File: src/rtl/leg_pkg.sv
// leg_pkg: shared types and helpers for the LEG fetch sequencer.
//   COND_* : comparator opcode encodings (low nibble) of conditional jumps
//   leg_ins_t : the four instruction bytes as assembled from memory
//   leg_state_e : sequencer FSM states
//   is_cond() : true when an opcode is a conditional jump
package leg_pkg;

  localparam int COND_FLAG_BIT = 5;
  localparam int COND_LT       = 8;
  localparam int COND_LE       = 9;
  localparam int COND_GT       = 10;
  localparam int COND_GE       = 11;

  typedef struct packed {
    logic [7:0] opcode;
    logic [7:0] arg1;
    logic [7:0] arg2;
    logic [7:0] dest;
  } leg_ins_t;

  typedef enum logic [1:0] {
    FETCH     = 2'd0,
    ISSUE     = 2'd1,
    WAIT_COND = 2'd2
  } leg_state_e;

  // Conditional jumps carry the flag bit and one of the four compare codes.
  function automatic logic is_cond(input logic [7:0] opcode);
    return opcode[COND_FLAG_BIT] &&
           (opcode[3:0] >= 4'(COND_LT)) &&
           (opcode[3:0] <= 4'(COND_GE));
  endfunction

endpackage

File: src/rtl/leg_byte_fetcher.sv
// leg_byte_fetcher: reads four consecutive bytes over a byte-wide request/ack
// handshake and assembles them into one instruction.
//   clk_i, rst_ni        clock, async active-low reset
//   start_i              begin a 4-byte fetch at base_i (ignored while busy)
//   base_i               address of byte 0 (held by the caller during the fetch)
//   done_o               high in the cycle the last byte is acknowledged
//   ins_o                assembled instruction bytes (registered)
//   mem_req_o/addr_o     read request and byte address
//   mem_ack_i/rdata_i    read completion and data (ack ignored while idle)
module leg_byte_fetcher
  import leg_pkg::*;
#(
  parameter int ADDR_W = 8
) (
  input  logic              clk_i,
  input  logic              rst_ni,
  input  logic              start_i,
  input  logic [ADDR_W-1:0] base_i,
  output logic              done_o,
  output leg_ins_t          ins_o,
  output logic              mem_req_o,
  output logic [ADDR_W-1:0] mem_addr_o,
  input  logic              mem_ack_i,
  input  logic [7:0]        mem_rdata_i
);

  logic       req_q;
  logic [1:0] idx_q;
  leg_ins_t   ins_q;
  logic       byte_take;

  assign byte_take  = req_q & mem_ack_i;
  assign done_o     = byte_take & (idx_q == 2'd3);
  assign mem_req_o  = req_q;
  // Address arithmetic is ADDR_W wide, so it wraps naturally at the top of memory.
  assign mem_addr_o = base_i + ADDR_W'(idx_q);
  assign ins_o      = ins_q;

  always_ff @(posedge clk_i or negedge rst_ni) begin
    if (!rst_ni) begin
      req_q <= 1'b0;
      idx_q <= 2'd0;
      ins_q <= '0;
    end else if (!req_q) begin
      if (start_i) begin
        req_q <= 1'b1;
        idx_q <= 2'd0;
      end
    end else if (byte_take) begin
      case (idx_q)
        2'd0: ins_q.opcode <= mem_rdata_i;
        2'd1: ins_q.arg1   <= mem_rdata_i;
        2'd2: ins_q.arg2   <= mem_rdata_i;
        2'd3: ins_q.dest   <= mem_rdata_i;
      endcase
      idx_q <= idx_q + 2'd1;
      if (idx_q == 2'd3) req_q <= 1'b0;
    end
  end

endmodule

File: src/rtl/leg_fetch_sequencer.sv
// leg_fetch_sequencer: fetches 4-byte LEG instructions, issues them to execute
// and chooses the next PC from the comparator result for conditional jumps.
//   clk_i, rst_ni               clock, async active-low reset
//   mem_req_o/mem_addr_o        program-memory byte read request
//   mem_ack_i/mem_rdata_i       read completion and byte
//   ins_valid_o/ins_ready_i     instruction handshake to execute
//   ins_opcode_o..ins_dest_o    instruction bytes 0..3
//   cond_valid_i/cond_taken_i   comparator result, used only in WAIT_COND
//   pc_o                        address of the current instruction
// Optional build macro LEG_BRANCH_TRACE_EN adds:
//   br_count_o (16b saturating taken-branch count), br_last_o (last taken target)
//
// state     | meaning
// FETCH     | byte fetcher reading 4 bytes at pc
// ISSUE     | ins_valid high, instruction held until execute accepts
// WAIT_COND | conditional issued, waiting for comparator result
module leg_fetch_sequencer
  import leg_pkg::*;
#(
  parameter int ADDR_W   = 8,
  parameter int RESET_PC = 0
) (
  input  logic              clk_i,
  input  logic              rst_ni,
  output logic              mem_req_o,
  output logic [ADDR_W-1:0] mem_addr_o,
  input  logic              mem_ack_i,
  input  logic [7:0]        mem_rdata_i,
  output logic              ins_valid_o,
  input  logic              ins_ready_i,
  output logic [7:0]        ins_opcode_o,
  output logic [7:0]        ins_arg1_o,
  output logic [7:0]        ins_arg2_o,
  output logic [7:0]        ins_dest_o,
  input  logic              cond_valid_i,
  input  logic              cond_taken_i,
  output logic [ADDR_W-1:0] pc_o
`ifdef LEG_BRANCH_TRACE_EN
  ,
  output logic [15:0]       br_count_o,
  output logic [ADDR_W-1:0] br_last_o
`endif
);

  leg_state_e        state_q;
  logic [ADDR_W-1:0] pc_q;
  logic              ins_valid_q;
  logic              fetch_start;
  logic              fetch_done;
  leg_ins_t          ins;
  logic [ADDR_W-1:0] target;

  // Kick the fetcher on the first FETCH cycle; its own request flag marks it busy.
  assign fetch_start = (state_q == FETCH) && !mem_req_o;
  assign target      = ADDR_W'(ins.dest);

  leg_byte_fetcher #(.ADDR_W(ADDR_W)) u_fetch (
    .clk_i      (clk_i),
    .rst_ni     (rst_ni),
    .start_i    (fetch_start),
    .base_i     (pc_q),
    .done_o     (fetch_done),
    .ins_o      (ins),
    .mem_req_o  (mem_req_o),
    .mem_addr_o (mem_addr_o),
    .mem_ack_i  (mem_ack_i),
    .mem_rdata_i(mem_rdata_i)
  );

  always_ff @(posedge clk_i or negedge rst_ni) begin
    if (!rst_ni) begin
      state_q     <= FETCH;
      pc_q        <= ADDR_W'(RESET_PC);
      ins_valid_q <= 1'b0;
    end else begin
      case (state_q)
        FETCH: begin
          if (fetch_done) begin
            state_q     <= ISSUE;
            ins_valid_q <= 1'b1;
          end
        end
        ISSUE: begin
          if (ins_ready_i) begin
            ins_valid_q <= 1'b0;
            if (is_cond(ins.opcode)) begin
              state_q <= WAIT_COND;
            end else begin
              pc_q    <= pc_q + ADDR_W'(4);
              state_q <= FETCH;
            end
          end
        end
        WAIT_COND: begin
          if (cond_valid_i) begin
            pc_q    <= cond_taken_i ? target : pc_q + ADDR_W'(4);
            state_q <= FETCH;
          end
        end
        default: begin
          state_q     <= FETCH;
          ins_valid_q <= 1'b0;
        end
      endcase
    end
  end

  assign pc_o         = pc_q;
  assign ins_valid_o  = ins_valid_q;
  assign ins_opcode_o = ins.opcode;
  assign ins_arg1_o   = ins.arg1;
  assign ins_arg2_o   = ins.arg2;
  assign ins_dest_o   = ins.dest;

`ifdef LEG_BRANCH_TRACE_EN
  logic [15:0]       br_count_q;
  logic [ADDR_W-1:0] br_last_q;

  always_ff @(posedge clk_i or negedge rst_ni) begin
    if (!rst_ni) begin
      br_count_q <= 16'd0;
      br_last_q  <= ADDR_W'(RESET_PC);
    end else if ((state_q == WAIT_COND) && cond_valid_i && cond_taken_i) begin
      if (br_count_q != 16'hFFFF) br_count_q <= br_count_q + 16'd1;
      br_last_q <= target;
    end
  end

  assign br_count_o = br_count_q;
  assign br_last_o  = br_last_q;
`else
  // Trace disabled: no counter or last-target registers.
`endif

endmodule

File: config.mk
export PLATFORM = sky130hd
export DESIGN_NAME = leg_fetch_sequencer
export DESIGN_NICKNAME = d
export VERILOG_FILES = /design/src/rtl/leg_pkg.sv /design/src/rtl/leg_byte_fetcher.sv /design/src/rtl/leg_fetch_sequencer.sv
export SDC_FILE = /design/constraint.sdc
export NUM_CORES = 1
export LEC_CHECK = 0
export ABC_AREA = 1
export CAP_MARGIN = 40
export CORE_MARGIN = 2
export CORE_UTILIZATION = 52
export DETAILED_ROUTE_END_ITERATION = 7
export PLACE_DENSITY_LB_ADDON = 0.3
export SLEW_MARGIN = 0
export SYNTH_ARGS = -nofsm -noshare
export SYNTH_HDL_FRONTEND = slang
export SYNTH_HIERARCHICAL = 1
export SYNTH_SLANG_ARGS = --single-unit
File: constraint.sdc
create_clock -name clk_i -period 3.7 [get_ports clk_i]
set_clock_uncertainty 0.1 [all_clocks]
set_input_delay 0.555 -clock clk_i [delete_from_list [all_inputs] [get_ports clk_i]]
set_output_delay 0.555 -clock clk_i [all_outputs]
set_load 0.1 [all_outputs]
==> results of run 1 <==
-- routing by layer --
metal,up-vias,global-route usage (%),wire [um]
li1,1055,-,-
met1,1029,32.27,2497
met2,75,45.99,3195
met3,9,4.360,307
met4,0,8.595,99
met5,-,0,0
-- cell families (layout without fill, tap and decap cells) --
kind of cell,Yosys count,after routing
compound gates,47,47
xor+xnor,2,2
fa+ha+maj,8,8
buf+inv,40,150
flops,46,46
simple gates,122,122
-- cell type report --
type	count	share of cell area, %
multi-input combinational	179	27.33
inverter	36	3.658
tap	52	1.698
timing repair buffer	106	34.42
clock buffer	5	1.796
sequential	46	30.05
clock inverter	3	1.045
-- layout by cell type, fill, tap and decap left out, types with 2 or more instances in the layout --
| cell | Yosys | layout |
|---|---|---|
| buf_16 | 0 | 5 |
| buf_4 | 0 | 8 |
| buf_8 | 0 | 37 |
| clkbuf_8 | 0 | 5 |
| clkdlybuf4s50_1 | 0 | 54 |
| clkinv_2 | 0 | 2 |
| dfrtp_1 | 46 | 46 |
| ha_1 | 7 | 7 |
| inv_1 | 32 | 32 |
| inv_2 | 3 | 3 |
| nand2_1 | 81 | 81 |
| nand2_2 | 5 | 5 |
| nand2_4 | 4 | 4 |
| nand3_1 | 11 | 11 |
| nand3b_1 | 2 | 2 |
| nor2_1 | 14 | 14 |
| nor2_2 | 2 | 2 |
| o21ai_0 | 10 | 10 |
| o21ai_1 | 4 | 4 |
| o21ai_2 | 32 | 32 |
-- through the flow --
| stage | hold slack [ns] | setup WS, ns | cells |
|---|---|---|---|
| 5_1_grt | 0.1492 | 0.7998 | 427 |
| 3_3_place_gp | 0.3645 | 1.301 | 376 |
| 2_1_floorplan | 0.1594 | 0.2152 | 265 |
| 3_5_place_dp | 0.3730 | 1.213 | 419 |
| 4_1_cts | 0.1306 | 0.8971 | 427 |
| 6_report | 0.1203 | 0.9383 | 427 |
-- critical path: stages, from the launching register on --
cell	delay, ns
dfrtp_1	0.40
ha_1	0.18
inv_1	0.05
fa_1	0.43
nor2_1	0.28
xor2_2	0.17
buf_4	0.31
-- registers in the layout, summed over array words and instances, names as in the netlist --
register	flops
u_fetch/idx_q	2
u_fetch/ins_o	32
state_q	2
u_fetch/mem_req_o	1
pc_o	8
ins_valid_o	1
-- worst max path at each step --
| stage | endpoint | slack [ns] | cells after the start |
|---|---|---|---|
| 3_5_place_dp | mem_addr_o[4] | 1.21 | 6 |
| 5_1_grt | mem_addr_o[4] | 0.80 | 6 |
| 4_1_cts | mem_addr_o[4] | 0.90 | 6 |
| 3_3_place_gp | mem_addr_o[6] | 1.30 | 7 |
| 6_report | mem_addr_o[4] | 0.94 | 6 |
| 2_1_floorplan | mem_addr_o[4] | 0.22 | 5 |
==> impl_results.md, run 1 <==
- Hold Fails Final Rpt: 0
- Iteration-0 DRC Markers: 151
- Die height: 71.49 um
- N_diodes: 0
- Initial Util: between 50 and 60%
- Top cell type's share of synthesized area: around 49%
- Reg2reg end: ins_valid_o
- EDFF count, synth: 0
- Register area: 1151 sq um
- CP startpoint kind: register
- GPL Wtd Cong: approximately 0.80
- Synth Instances: 265
- Worst-skew pair later-pin latency: a little under 0.3 ns
- Std cell rows: 24
- First-pass GRT wire length: 10,290 um
- Leading cell types by count after synthesis: 81 x nand2_1, 46 x dfrtp_1, 32 x inv_1, 32 x o21ai_2, 14 x nor2_1
- CTS Buffer Depth: 2
- DRC: 0
- Yosys top cell by area: dfrtp_1
- Largest net degree at the start of global routing: 27
- Fill count: roughly 220
- Final Util: 87.39%
- Detailed placer's ending HPWL: 4731 um
- Multi-input combinational cell area: ~1000 sq um
- Input/output buffers: 63
- Top_reg_cell synth: dfrtp_1
- Post-synthesis xor/xnor area fraction: less than 1%
- ANT nets after route: 0
- Ys async rst share: 100.0%
- Worst Hold Class: in2async
- Clk pin slew, worst setup/hold paths: 0.09 ns
- Initial antenna violation count: 0
- Post-layout min period: 2.762 ns
- WP data required: 3.04 ns
- R2r startpoint: u_fetch/idx_q[0]
- Mapped Nets: 287
- Vias: roughly 2,200
- Avg WL per Cell: 14.29 um
- GRT Util Overall: between 20 and 30%
- Status: completed
- Synth top area cells: dfrtp_1 49%, nand2_1 13%, o21ai_2 12%
- Total number of H-tree levels: 2
- Worst reg2reg setup slack: approximately 2.2 ns
- Post-cts resize count: 0
- R2R cell count: 6
- Final WL: between 6000 and 7000 um
- Unrepaired setup endpoints after global routing: no
- Setup CP Type: reg2out
- Worst EP arrival: 2.11 ns
- Core area: 4384 sq um
- Pre-antenna DRT Iters: 4
- Synthesized area: around 2400 sq um
- Simple-gate share of the synthesized area: 23.19%
- Final setup fails: 0
- Final nets: 396
- Clk sinks: 46
- Total CTS buffers: 5
- # Post-CTS Setup Buffers: 0
- Top-count cell post-synth: nand2_1
- Compound-Gate Fraction of Synth Area: 15.11%
- Flops & latches, synth: 46
- Largest family of logic cells by synthesized area: simple AND/OR/NAND/NOR gates
- Synth unique cells: 23
- Die ar.: 5111 sq um
- DP Area: roughly 3700 sq um
- Post-cts hold buffer count: 0
- YS warnings: 6
- Post-synthesis sequential area ratio: 48.60%
- Layout cells sized above 1: 29.60%
- Max-slew violation count: 0
- Worst-margin pin slew: 0.5043 ns
- Setup crit start: u_fetch/idx_q[0]
- Congestion Overflow GR: 0
- Root buf cell: clkbuf_8
- Fin crit share: 74.64%
- Crit path max fanout: 4
- Multiplexer share of the synthesized area: 0%
- Layout area overhead: 61.75%
- CTS tree: yes
- Via-to-Cell Ratio: 5.077
- Max-slew headroom: 66.38%
- Number of global-route vias before repair: 2,198
- Die Wd: ~70 um
- Syn Area/Cell: 8.938 sq um
- Sum Neg Setup Slack: 0 ns
- Worst setup EP type: output port
- Num ports: 64
- # Max-Cap Violations: 0
- FMAX: 0.3621 GHz
- Synth Area in Adders: 4.543%
- Fin area: 3831 sq um
Power of run 1 is left out: the tool's default activity adds up to more than one toggle a clock period on the data nets, which glitch-free logic cannot reach.
==> inputs of run 2 (changes only) <==
--- a/config.mk
+++ b/config.mk
@@ -8,7 +8,7 @@
 export ABC_AREA = 1
 export CAP_MARGIN = 40
 export CORE_MARGIN = 2
-export CORE_UTILIZATION = 52
+export CORE_UTILIZATION = 48
 export DETAILED_ROUTE_END_ITERATION = 7
 export PLACE_DENSITY_LB_ADDON = 0.3
 export SLEW_MARGIN = 0
==> constraint.sdc (replaced) <==
create_clock -name clk_i -period 2.8 [get_ports clk_i]
set_clock_uncertainty 0.1 [all_clocks]
set_input_delay 0.42 -clock clk_i [delete_from_list [all_inputs] [get_ports clk_i]]
set_output_delay 0.42 -clock clk_i [all_outputs]
set_load 0.1 [all_outputs]
==> impl_results.md, run 2 (synthesis results as in run 1) <==
- Post-layout min period: between 2 and 3 ns
- Sum Neg Setup Slack: 0 ns
- Std cell rows: 25
- CTS tree: yes
- Initial antenna violation count: 0
- Die ar.: 5512 sq um
- Crit path max fanout: 4
- Via-to-Cell Ratio: about 4.8
- Avg WL per Cell: 12.40 um
- Number of global-route vias before repair: approximately 1,800
- DRC: 0
- Fin crit share: 91.77%
- Max-slew violation count: 0
- Pre-antenna DRT Iters: 4
- Worst setup EP type: output port
- Setup CP Type: reg2out
- Congestion Overflow GR: 0
- Final nets: roughly 350
- Layout area overhead: 31.38%
- Worst-skew pair later-pin latency: approximately 0.30 ns
- Die height: 74.25 um
- Iteration-0 DRC Markers: about 120
- Worst-margin pin slew: 0.6929 ns
- Commonest non-fill, non-tap cell in the layout: nand2_1
- Detailed placer's ending HPWL: 3728 um
- Most frequent cells in the layout: 80 x nand2_1, 47 x buf_4, 44 x dfrtp_1, 32 x inv_1, 32 x o21ai_2
- Worst EP arrival: 2.05 ns
- Worst setup margin: around 0.23 ns
- CTS Buffer Depth: 2
- Clk sinks: 46
- First-pass GRT wire length: ~8300 um
- Cells after DPL: 392
- Unrepaired setup endpoints after global routing: no
- Hold Fails Final Rpt: 0
- WP data required: 2.28 ns
- Die Wd: 74.25 um
- FMAX: 0.3892 GHz
- Grt met3 use: 4.472%
- Clk pin slew, worst setup/hold paths: 0.09 ns
- M2 GR Usage: 30.95%
- Global route hottest layer: met2
- Core area: 4755 sq um
- CP startpoint kind: register
- Worst Hold Class: in2async
- Fill count: ~400
- ANT nets after route: 0
- Vias: 1,932
- GPL Wtd Cong: 0.8258
- Final setup fails: 0
- Final WL: 4959 um
- Post-cts hold buffer count: 0
- Root buf cell: clkbuf_8
- Final std cells w/o fill: 400
- Num ports: 64
- N_diodes: 0
- Input/output buffers: 63
- Max-slew headroom: 53.81%
- GRT Util Overall: 19.99%
- Initial Util: 49.82%
- # Max-Cap Violations: 0
- Total number of H-tree levels: 2
- Pre-CTS WS: 0.4351 ns
- Largest net degree at the start of global routing: 31
- Total CTS buffers: 5
- Max reg flops: 32
- Layout cells sized above 1: 34.23%
- Status: completed
- Met1 capacity usage during global routing: 28.24%
run 2: cell types whose count changed in the layout (fill, tap and decap cells not counted), sizes merged:
cell and change:
clkinv -2, clkdlybuf4s50 -42, clkinvlp +1, clkbuf +1
run 2: critical path, cell delays in order, from the launching register on:
cell      delay (ns)
dfrtp_1         0.40
ha_1            0.19
inv_1           0.05
fa_1            0.43
nor2_2          0.27
nand3b_1        0.13
nand2_2         0.10
buf_12          0.17
run 2: worst paths after layout:
kind / from / endpoint / slack [ns] / depth (start not counted)
min in group clk_i: u_fetch/ins_o[9] / u_fetch/ins_o[9] / 0.39 / 2
max in group asynchronous: rst_ni / u_fetch/ins_o[18] / 1.85 / 2
min reg2reg: u_fetch/ins_o[9] / u_fetch/ins_o[9] / 0.39 / 2
max: u_fetch/idx_q[0] / mem_addr_o[6] / 0.23 / 7
min: rst_ni / ins_valid_o / 0.06 / 1
max reg2reg: u_fetch/idx_q[0] / ins_valid_o / 1.32 / 6
run 2: area by class of cell:
class / instances / area, sq um / area share [%]
Sequential cell: 46 / 1156 / 37.15
Clock buffer: 6 / 72.57 / 2.332
Timing Repair Buffer: 64 / 558.0 / 17.93
Clock inverter: 2 / 37.54 / 1.206
Inverter: 36 / 140.1 / 4.503
Tap cell: 67 / 83.83 / 2.694
Multi-Input combinational cell: 179 / 1064 / 34.18
run 2: layer usage:
metal / part of all wire [%] / routed length (um) / up-vias
li1: - / - / 968
met1: 47 / 2346 / 895
met2: 45 / 2227 / 63
met3: 6.3 / 310 / 6
met4: 1.5 / 75 / 0
met5: 0 / 0 / -
run 2: metrics by stage:
stage               area [sq um]  hold WS [ns]  utilization [%]
floorplan                   2402       0.02441                -
global placement            2999        0.3680            63.08
detailed placement          2999        0.3734            63.08
CTS                         3109       0.08078            65.39
global route                3112        0.1015            65.45
finish                      3112       0.05994            65.45
run 2: what timing repair did:
action | in CTS | in global routing
gates resized for setup | 0 | 1
setup endpoints to repair | 0 | 1
setup buffers | 0 | 0
Power of run 2 is left out for the same reason.
==> inputs of run 3 (changes only) <==
==> constraint.sdc (replaced) <==
create_clock -name clk_i -period 2.6 [get_ports clk_i]
set_clock_uncertainty 0.1 [all_clocks]
set_input_delay 0.39 -clock clk_i [delete_from_list [all_inputs] [get_ports clk_i]]
set_output_delay 0.39 -clock clk_i [all_outputs]
set_load 0.1 [all_outputs]
==> impl_results.md, run 3 (synthesis results as in run 1) <==
- Worst Hold Class: in2async
- Worst setup margin: ~0.15 ns
- Avg WL per Cell: ~12 um
- Pre-antenna DRT Iters: 4
- DRC: 0
- Post-cts hold buffer count: 0
- Most frequent cells in the layout: 80 x nand2_1, 44 x buf_4, 42 x dfrtp_1, 32 x inv_1, 32 x o21ai_2
- ANT nets after route: 0
- Core area: 4755 sq um
- WP data required: roughly 2.1 ns
- Congestion Overflow GR: 0
- N_diodes: 0
- Worst-margin pin slew: approximately 0.8 ns
- Initial Util: 49.82%
- Max reg flops: 32
- Unrepaired setup endpoints after global routing: no
- Hold Fails Final Rpt: 0
- Root buf cell: clkbuf_8
- Layout cells sized above 1: a little over a third
- Std cell rows: 25
- Total number of H-tree levels: 2
- Fin crit share: 94.40%
- Largest net degree at the start of global routing: 38
- Pre-CTS WS: 0.2772 ns
- CP startpoint kind: register
- Die Wd: 74.25 um
- Status: completed
- R2R cell count: 6
- Post-layout min period: 2.454 ns
- Setup CP Type: reg2out
- GRT Util Overall: 20.62%
- Clk sinks: 46
- GPL Wtd Cong: 0.8475
- First-pass GRT wire length: 8507 um
- Clk pin slew, worst setup/hold paths: 0.09 ns
- Worst-skew pair later-pin latency: 0.31 ns
- Hold slack final: 0.06210 ns
- Fin area: 3167 sq um
- # Max-Cap Violations: 0
- Crit path max fanout: 3
- Iteration-0 DRC Markers: around 140
- Vias: 1,900
- Worst EP arrival: 1.96 ns
- Input/output buffers: 63
- Final setup fails: 0
- Max-slew headroom: 46.72%
- Commonest non-fill, non-tap cell in the layout: nand2_1
- Via-to-Cell Ratio: 4.750
- Final nets: 354
- # Post-CTS Setup Buffers: 0
- CTS Buffer Depth: 2
- Die height: 74.25 um
- CTS tree: yes
- Detailed placer's ending HPWL: 3816 um
- Die ar.: 5512 sq um
- Number of global-route vias before repair: around 1,800
- DP Area: 3060 sq um
- Initial antenna violation count: 0
- Layout area overhead: 33.70%
- Worst setup EP type: output port
- Total CTS buffers: 5
- FMAX: slightly above 0.4 GHz
- Final WL: 4954 um
- Max-slew violation count: 0
- Num ports: 64
## run 3: cell types whose count changed in the layout (fill, tap and decap cells not counted), sizes merged
cell    delta
bufinv     -1
inv        +1
## run 3: repair_timing
item,4_1_cts,5_1_grt
pin swaps,0,0
endpoints found under the setup margin,1,2
endpoints found under the hold margin,0,0
gates resized for setup,1,1
## run 3: critical path: stages, from the launching register on
cell and delay [ns]:
dfrtp_4 0.43, ha_1 0.17, inv_1 0.06, fa_2 0.41
nor2_4 0.20, nand3b_1 0.14, nand2_4 0.10, buf_12 0.17
## run 3: worst paths after layout
| kind | slack (ns) | start | to |
|---|---|---|---|
| setup / recovery | 0.15 | pc_o[0] | mem_addr_o[6] |
| hold / removal | 0.06 | rst_ni | u_fetch/ins_o[8] |
| setup reg to reg | 1.13 | u_fetch/idx_q[0] | ins_valid_o |
| hold reg to reg | 0.39 | u_fetch/ins_o[15] | u_fetch/ins_o[15] |
| max in group asynchronous | 1.69 | rst_ni | u_fetch/ins_o[30] |
| min in group clk_i | 0.39 | u_fetch/ins_o[15] | u_fetch/ins_o[15] |
## run 3: metrics by stage
stage / setup TNS [ns] / cells / utilization [%]
global route: 0 / 400 / 66.61
detailed placement: 0 / 392 / 64.37
floorplan: -0.07479 / 265 / -
finish: 0 / 400 / 66.61
CTS: 0 / 400 / 66.55
global placement: 0 / 392 / 64.37
## run 3: layer usage
layer,GRT usage (%),part of all wire (%)
met3,5.285,5.7
met2,32.44,46
met1,28.07,47
met4,7.143,1.5
met5,0,0
## run 3: layout make-up
cell class | count | area [sq um]
flip-flops and latches | 46 | 1161
fillers | 408 | 1588
clock inverters | 2 | 16.27
repair buffers | 64 | 595.6
multi-input cells | 179 | 1087
inverters | 36 | 140.1
well taps | 67 | 83.83
clock buffers | 6 | 82.58
Power of run 3 is left out for the same reason.
